**src/rtl/multicycle_ctrl.sv**
```systemverilog
// Multi-cycle LEGv8 control sequencer: walks each instruction through its state
// sequence, handshakes variable-latency memories and counts retired instructions.
//
// state      | meaning
// -----------+-------------------------------------------------------------
// S_FETCH    | imem request; load IR and bump PC when imem_ready
// S_DECODE   | classify Op and latch the instruction class
// S_EXEC_R   | ALU on two registers
// S_EXEC_I   | ALU on register and immediate
// S_WB_ALU   | write ALU result back, retire
// S_ADDR     | effective address for LDUR/STUR
// S_MEM_RD   | data memory read, wait for dmem_ready
// S_WB_MEM   | write load data back, retire
// S_MEM_WR   | data memory write, retire on dmem_ready
// S_BRANCH   | evaluate branch, retire
// S_ILLEGAL  | undecodable opcode, terminal until reset
// S_FAULT    | memory wait timeout, terminal until reset
module multicycle_ctrl #(
  parameter int OP_W     = 11,
  parameter int WAIT_MAX = 15,
  parameter int CNT_W    = 32
) (
  input  logic             clk,
  input  logic             reset,
  input  logic [OP_W-1:0]  Op,
  input  logic             imem_ready,
  input  logic             dmem_ready,
  output logic             imem_req,
  output logic             pc_write,
  output logic             ir_write,
  output logic             Reg2Loc,
  output logic             ALUSrc,
  output logic             MemtoReg,
  output logic             RegWrite,
  output logic             MemRead,
  output logic             MemWrite,
  output logic             Branch,
  output logic [1:0]       ALUOp,
  output logic             instr_done,
  output logic [CNT_W-1:0] instr_count,
  output logic             illegal,
  output logic             fault
);

  typedef enum logic [3:0] {
    S_FETCH, S_DECODE, S_EXEC_R, S_EXEC_I, S_WB_ALU, S_ADDR,
    S_MEM_RD, S_WB_MEM, S_MEM_WR, S_BRANCH, S_ILLEGAL, S_FAULT
  } state_t;

  typedef enum logic [2:0] {C_NONE, C_R, C_I, C_LD, C_ST, C_BR} cls_t;

  localparam int WC_W = (WAIT_MAX < 2) ? 1 : $clog2(WAIT_MAX + 1);
  localparam logic [WC_W-1:0] WAIT_LIM = WC_W'(WAIT_MAX);

  state_t state, state_nxt;
  cls_t cls_q, dec_cls;
  logic [WC_W-1:0] wait_cnt;
  logic wait_hit, waiting;

  logic imem_req_c, pc_write_c, ir_write_c, reg2loc_c, alusrc_c, memtoreg_c;
  logic regwrite_c, memread_c, memwrite_c, branch_c, done_c;
  logic [1:0] aluop_c;

  always_comb begin
    dec_cls = C_NONE;
    casez (Op)
      11'b10001011000, 11'b11001011000, 11'b10001010000,
      11'b10101010000, 11'b10101011000, 11'b11101011000: dec_cls = C_R;
      11'b1001000100?, 11'b1101000100?,
      11'b1011000100?, 11'b1111000100?:                   dec_cls = C_I;
      11'b11111000010:                                    dec_cls = C_LD;
      11'b11111000000:                                    dec_cls = C_ST;
      11'b10110100???, 11'b01010100???:                   dec_cls = C_BR;
      default:                                            dec_cls = C_NONE;
    endcase
  end

  // Ready landing on the same cycle the counter hits the limit still wins.
  assign wait_hit = (WAIT_MAX != 0) && (wait_cnt == WAIT_LIM);
  assign waiting  = (state == S_FETCH) || (state == S_MEM_RD) || (state == S_MEM_WR);

  always_comb begin
    state_nxt  = state;
    imem_req_c = 1'b0;
    pc_write_c = 1'b0;
    ir_write_c = 1'b0;
    reg2loc_c  = 1'b0;
    alusrc_c   = 1'b0;
    memtoreg_c = 1'b0;
    regwrite_c = 1'b0;
    memread_c  = 1'b0;
    memwrite_c = 1'b0;
    branch_c   = 1'b0;
    done_c     = 1'b0;
    aluop_c    = 2'b00;
    case (state)
      S_FETCH: begin
        imem_req_c = 1'b1;
        if (imem_ready) begin
          ir_write_c = 1'b1;
          pc_write_c = 1'b1;
          state_nxt  = S_DECODE;
        end else if (wait_hit) begin
          state_nxt = S_FAULT;
        end
      end
      S_DECODE: begin
        case (dec_cls)
          C_R:        state_nxt = S_EXEC_R;
          C_I:        state_nxt = S_EXEC_I;
          C_LD, C_ST: state_nxt = S_ADDR;
          C_BR:       state_nxt = S_BRANCH;
          default:    state_nxt = S_ILLEGAL;
        endcase
      end
      S_EXEC_R: begin
        aluop_c   = 2'b10;
        state_nxt = S_WB_ALU;
      end
      S_EXEC_I: begin
        alusrc_c  = 1'b1;
        aluop_c   = 2'b11;
        state_nxt = S_WB_ALU;
      end
      S_WB_ALU: begin
        regwrite_c = 1'b1;
        alusrc_c   = (cls_q == C_I);
        aluop_c    = (cls_q == C_I) ? 2'b11 : 2'b10;
        done_c     = 1'b1;
        state_nxt  = S_FETCH;
      end
      S_ADDR: begin
        alusrc_c  = 1'b1;
        state_nxt = (cls_q == C_ST) ? S_MEM_WR : S_MEM_RD;
      end
      S_MEM_RD: begin
        memread_c = 1'b1;
        alusrc_c  = 1'b1;
        if (dmem_ready)    state_nxt = S_WB_MEM;
        else if (wait_hit) state_nxt = S_FAULT;
      end
      S_WB_MEM: begin
        regwrite_c = 1'b1;
        memtoreg_c = 1'b1;
        done_c     = 1'b1;
        state_nxt  = S_FETCH;
      end
      S_MEM_WR: begin
        memwrite_c = 1'b1;
        reg2loc_c  = 1'b1;
        alusrc_c   = 1'b1;
        if (dmem_ready) begin
          done_c    = 1'b1;
          state_nxt = S_FETCH;
        end else if (wait_hit) begin
          state_nxt = S_FAULT;
        end
      end
      S_BRANCH: begin
        reg2loc_c = 1'b1;
        branch_c  = 1'b1;
        aluop_c   = 2'b01;
        done_c    = 1'b1;
        state_nxt = S_FETCH;
      end
      S_ILLEGAL: state_nxt = S_ILLEGAL;
      S_FAULT:   state_nxt = S_FAULT;
      default:   state_nxt = S_FETCH;
    endcase
  end

  always_ff @(posedge clk or posedge reset) begin
    if (reset) begin
      state       <= S_FETCH;
      cls_q       <= C_NONE;
      wait_cnt    <= '0;
      instr_count <= '0;
      illegal     <= 1'b0;
      fault       <= 1'b0;
    end else begin
      state <= state_nxt;
      if (state_nxt != state)
        wait_cnt <= '0;
      else if (waiting && (wait_cnt != WAIT_LIM))
        wait_cnt <= wait_cnt + WC_W'(1);
      if (state == S_DECODE)
        cls_q <= dec_cls;
      if (done_c)
        instr_count <= instr_count + CNT_W'(1);
      if (state_nxt == S_ILLEGAL)
        illegal <= 1'b1;
      if (state_nxt == S_FAULT)
        fault <= 1'b1;
    end
  end

  // State resets to FETCH asynchronously, so the strobes are masked while reset is high.
  assign imem_req   = imem_req_c & ~reset;
  assign pc_write   = pc_write_c & ~reset;
  assign ir_write   = ir_write_c & ~reset;
  assign Reg2Loc    = reg2loc_c  & ~reset;
  assign ALUSrc     = alusrc_c   & ~reset;
  assign MemtoReg   = memtoreg_c & ~reset;
  assign RegWrite   = regwrite_c & ~reset;
  assign MemRead    = memread_c  & ~reset;
  assign MemWrite   = memwrite_c & ~reset;
  assign Branch     = branch_c   & ~reset;
  assign ALUOp      = aluop_c & {2{~reset}};
  assign instr_done = done_c     & ~reset;

endmodule

```
**config.mk**
```make
export PLATFORM = sky130hd
export DESIGN_NAME = multicycle_ctrl
export DESIGN_NICKNAME = d
export VERILOG_FILES = /design/src/rtl/multicycle_ctrl.sv
export SDC_FILE = /design/constraint.sdc
export NUM_CORES = 1
export LEC_CHECK = 0
export ABC_AREA = 0
export CORE_UTILIZATION = 54
export DETAILED_ROUTE_END_ITERATION = 10
export PLACE_DENSITY_LB_ADDON = 0.2
export SLEW_MARGIN = 10
export SYNTH_ARGS = -nofsm -noshare
export SYNTH_HDL_FRONTEND = slang
export SYNTH_SLANG_ARGS = --single-unit
export TNS_END_PERCENT = 50
```
**constraint.sdc**
```tcl
create_clock -name clk -period 3.2 [get_ports clk]
set_input_delay 0.32 -clock clk [delete_from_list [all_inputs] [get_ports clk]]
set_output_delay 0.32 -clock clk [all_outputs]
set_load 0.01 [all_outputs]
```
==> results.cfg <==
[outcome]
status = completed

[placement]
dp.cells = 412
dp_slack_ps = -69.7
gp_congestion = 0.854
numPortBuffers = 61
place_area_sq_mm = 0.00342
post-dp-hpwl_um = 4670

[timing]
hold_viol = 0
drv_slew = 0
setup_violations = 0
maxSlewHeadroom = 0.577
period_needed_ps = 2890
clock_skew_ps = 6.50
final.setup.tns_ps = 0
rsz0062_at_grt = no
fmax_mhz = 346
holdWs_ps = 480
worstMarginPinSlew_ps = 635
layout_setup_ws_ps = 314
fin_crit_sh = 0.902

[cells_and_area]
fillCellCount = 353
post-route-util = 0.741
synthToLayoutAreaGrowth_pct = 29.5
antennaDiodeCount = 0
stdcell_count = 420
stdcell_area_sq_mm = 0.00355
drive_gt1_frac = 0.0737
final_nets = 370

[yosys]
synthDistinctLibCells = 55
synth-seq-cells = 45
synth_area_sq_mm = 0.00274
synth.most_common_cell = dfrtp_1
synth.area.top_cells = dfrtp_1 (41%), xnor2_1 (7.7%), xor2_1 (3.5%)
async_reset_ff_frac = 1.00
synth_edf_count = 0
yosysWarnings = 0
synth_flop_cell = dfrtp_1
synth_common_cells = dfrtp_1 (45), xnor2_1 (24), nand2_1 (20), nor2_1 (20), nand3_1 (14)
syn_nets = 309
synth_top_area_share = 0.411
synthCells = 291
ys_seq_area_frac = 0.411
syn_area_per_cell_sq_um = 9.41
synth.largest_area_cell = dfrtp_1

[floorplanning]
rows = 25
start_util = 0.572
core_area_sq_mm = 0.00479
die_area_sq_mm = 0.00536
ios = 62
die_h_um = 73.2
die_width_um = 73.2

[clock_network]
htree_levels = 2
cts_setup_buffers = 0
tritoncts = built
cts-buffers-inserted = 5
clock_path_buffers = 2
clkSlewWorstSetupHoldPaths_ps = 80
clock-root-buffer = clkbuf_8
clock_latency_ps = 300
tritoncts_num_sinks = 45

[worst_setup_path]
start_kind = input pin
end_kind = flop
arrival_ps = 3080
worstPathRequired_ps = 3390
critical_path.max_fanout = 4
critPathKind = input pin to flop

[worst_hold_path]
hp-class = flop to flop

[global_routing]
overflow = 0
grt_pass1_wl_um = 10600
grt_pass1_vias = 2256
antenna_found_initial = 0
gr-usage-all-layers = 0.257
grt_max_degree = 46

[run]
drv_cap = 0

[drt]
vias = 2397
wl_per_cell_um = 15.5
finalWirelength_um = 6530
postRouteAntennaNets = 0
vias_per_cell = 5.71
dr.pass1.iters = 4
drc = 0
drt_iter0_drc = 156

[power]
leakage_nw = 1.51
vdd.ir_drop.worst_mv = 0.480
power_mw = 2.09
powerDensity_mw_per_mm2 = 589
layer usage:
layer	GRT usage	wire length, um
met5	0	0
met3	0.0456	263
met2	0.432	3310
met1	0.333	2880
met4	0.0959	76
layout make-up:
cell class	count	area [sq um]	share of cell area
Clock inverter	2	37.5	0.0106
Tap cell	67	83.8	0.0236
Clock buffer	6	82.6	0.0233
Timing Repair Buffer	67	656	0.185
Sequential cell	45	1130	0.317
Inverter	10	37.5	0.0106
Multi-Input combinational cell	223	1520	0.430
flip-flops by register name, indices dropped and copies added (netlist names):
name,count
fault,1
cls_q,3
illegal,1
state,4
wait_cnt,4
instr_count,32
kinds of logic after synthesis:
group,after synthesis,share of synthesized area
simple gates,131,0.277
flops,45,0.411
xor+xnor,35,0.112
mux,6,0.0228
compound gates,48,0.129
fa+ha+maj,3,0.0137
buf+inv,23,0.0343
power breakdown:
part	total (mW)	switching [mW]	internal [mW]
combinational	0.860	0.458	0.402
sequential	0.789	0.151	0.638
clock	0.442	0.188	0.254
total	2.09	0.797	1.29
repair_timing:
action | 4_1_cts | 5_1_grt
endpoints found under the hold margin | 0 | 0
resized for setup | 0 | 1
setup endpoints to repair | 0 | 4
hold buffers | 0 | 0
worst max-delay path, stage by stage:
cell	delay [ps]
clkdlybuf4s50_1	530
nor2b_1	260
nand3_1	110
o21ai_0	240
inv_1	100
ha_1	250
nor4b_1	250
nand4_1	220
nand3_1	200
mux2i_1	130
a21o_1	240
a31o_2	230
final timing paths:
| path | from | slack [ps] | depth (start not counted) | to |
|---|---|---|---|---|
| max | Op[7] | 310 | 12 | illegal |
| min reg2reg | fault | 480 | 1 | fault |
| max in group asynchronous | reset | 2070 | 3 | instr_count[24] |
| max reg2reg | state[2] | 600 | 6 | instr_count[31] |
| min | fault | 480 | 1 | fault |
| min in group asynchronous | reset | 750 | 3 | instr_count[1] |
placed cells by master, fill, tap and decap left out, types with 7 or more instances in the layout:
cell type and count:
inv_1 9, nand4_1 8, xnor2_1 24, nor2_1 20, and4_1 7, nand2_1 20, o21ai_0 10, nand3_1 14
nor3_1 9, xor2_1 11, and3_1 12, nor2b_1 9, a21oi_1 7, dfrtp_1 45, clkdlybuf4s50_1 61
No activity file was read; power rests on OpenSTA's default activity.
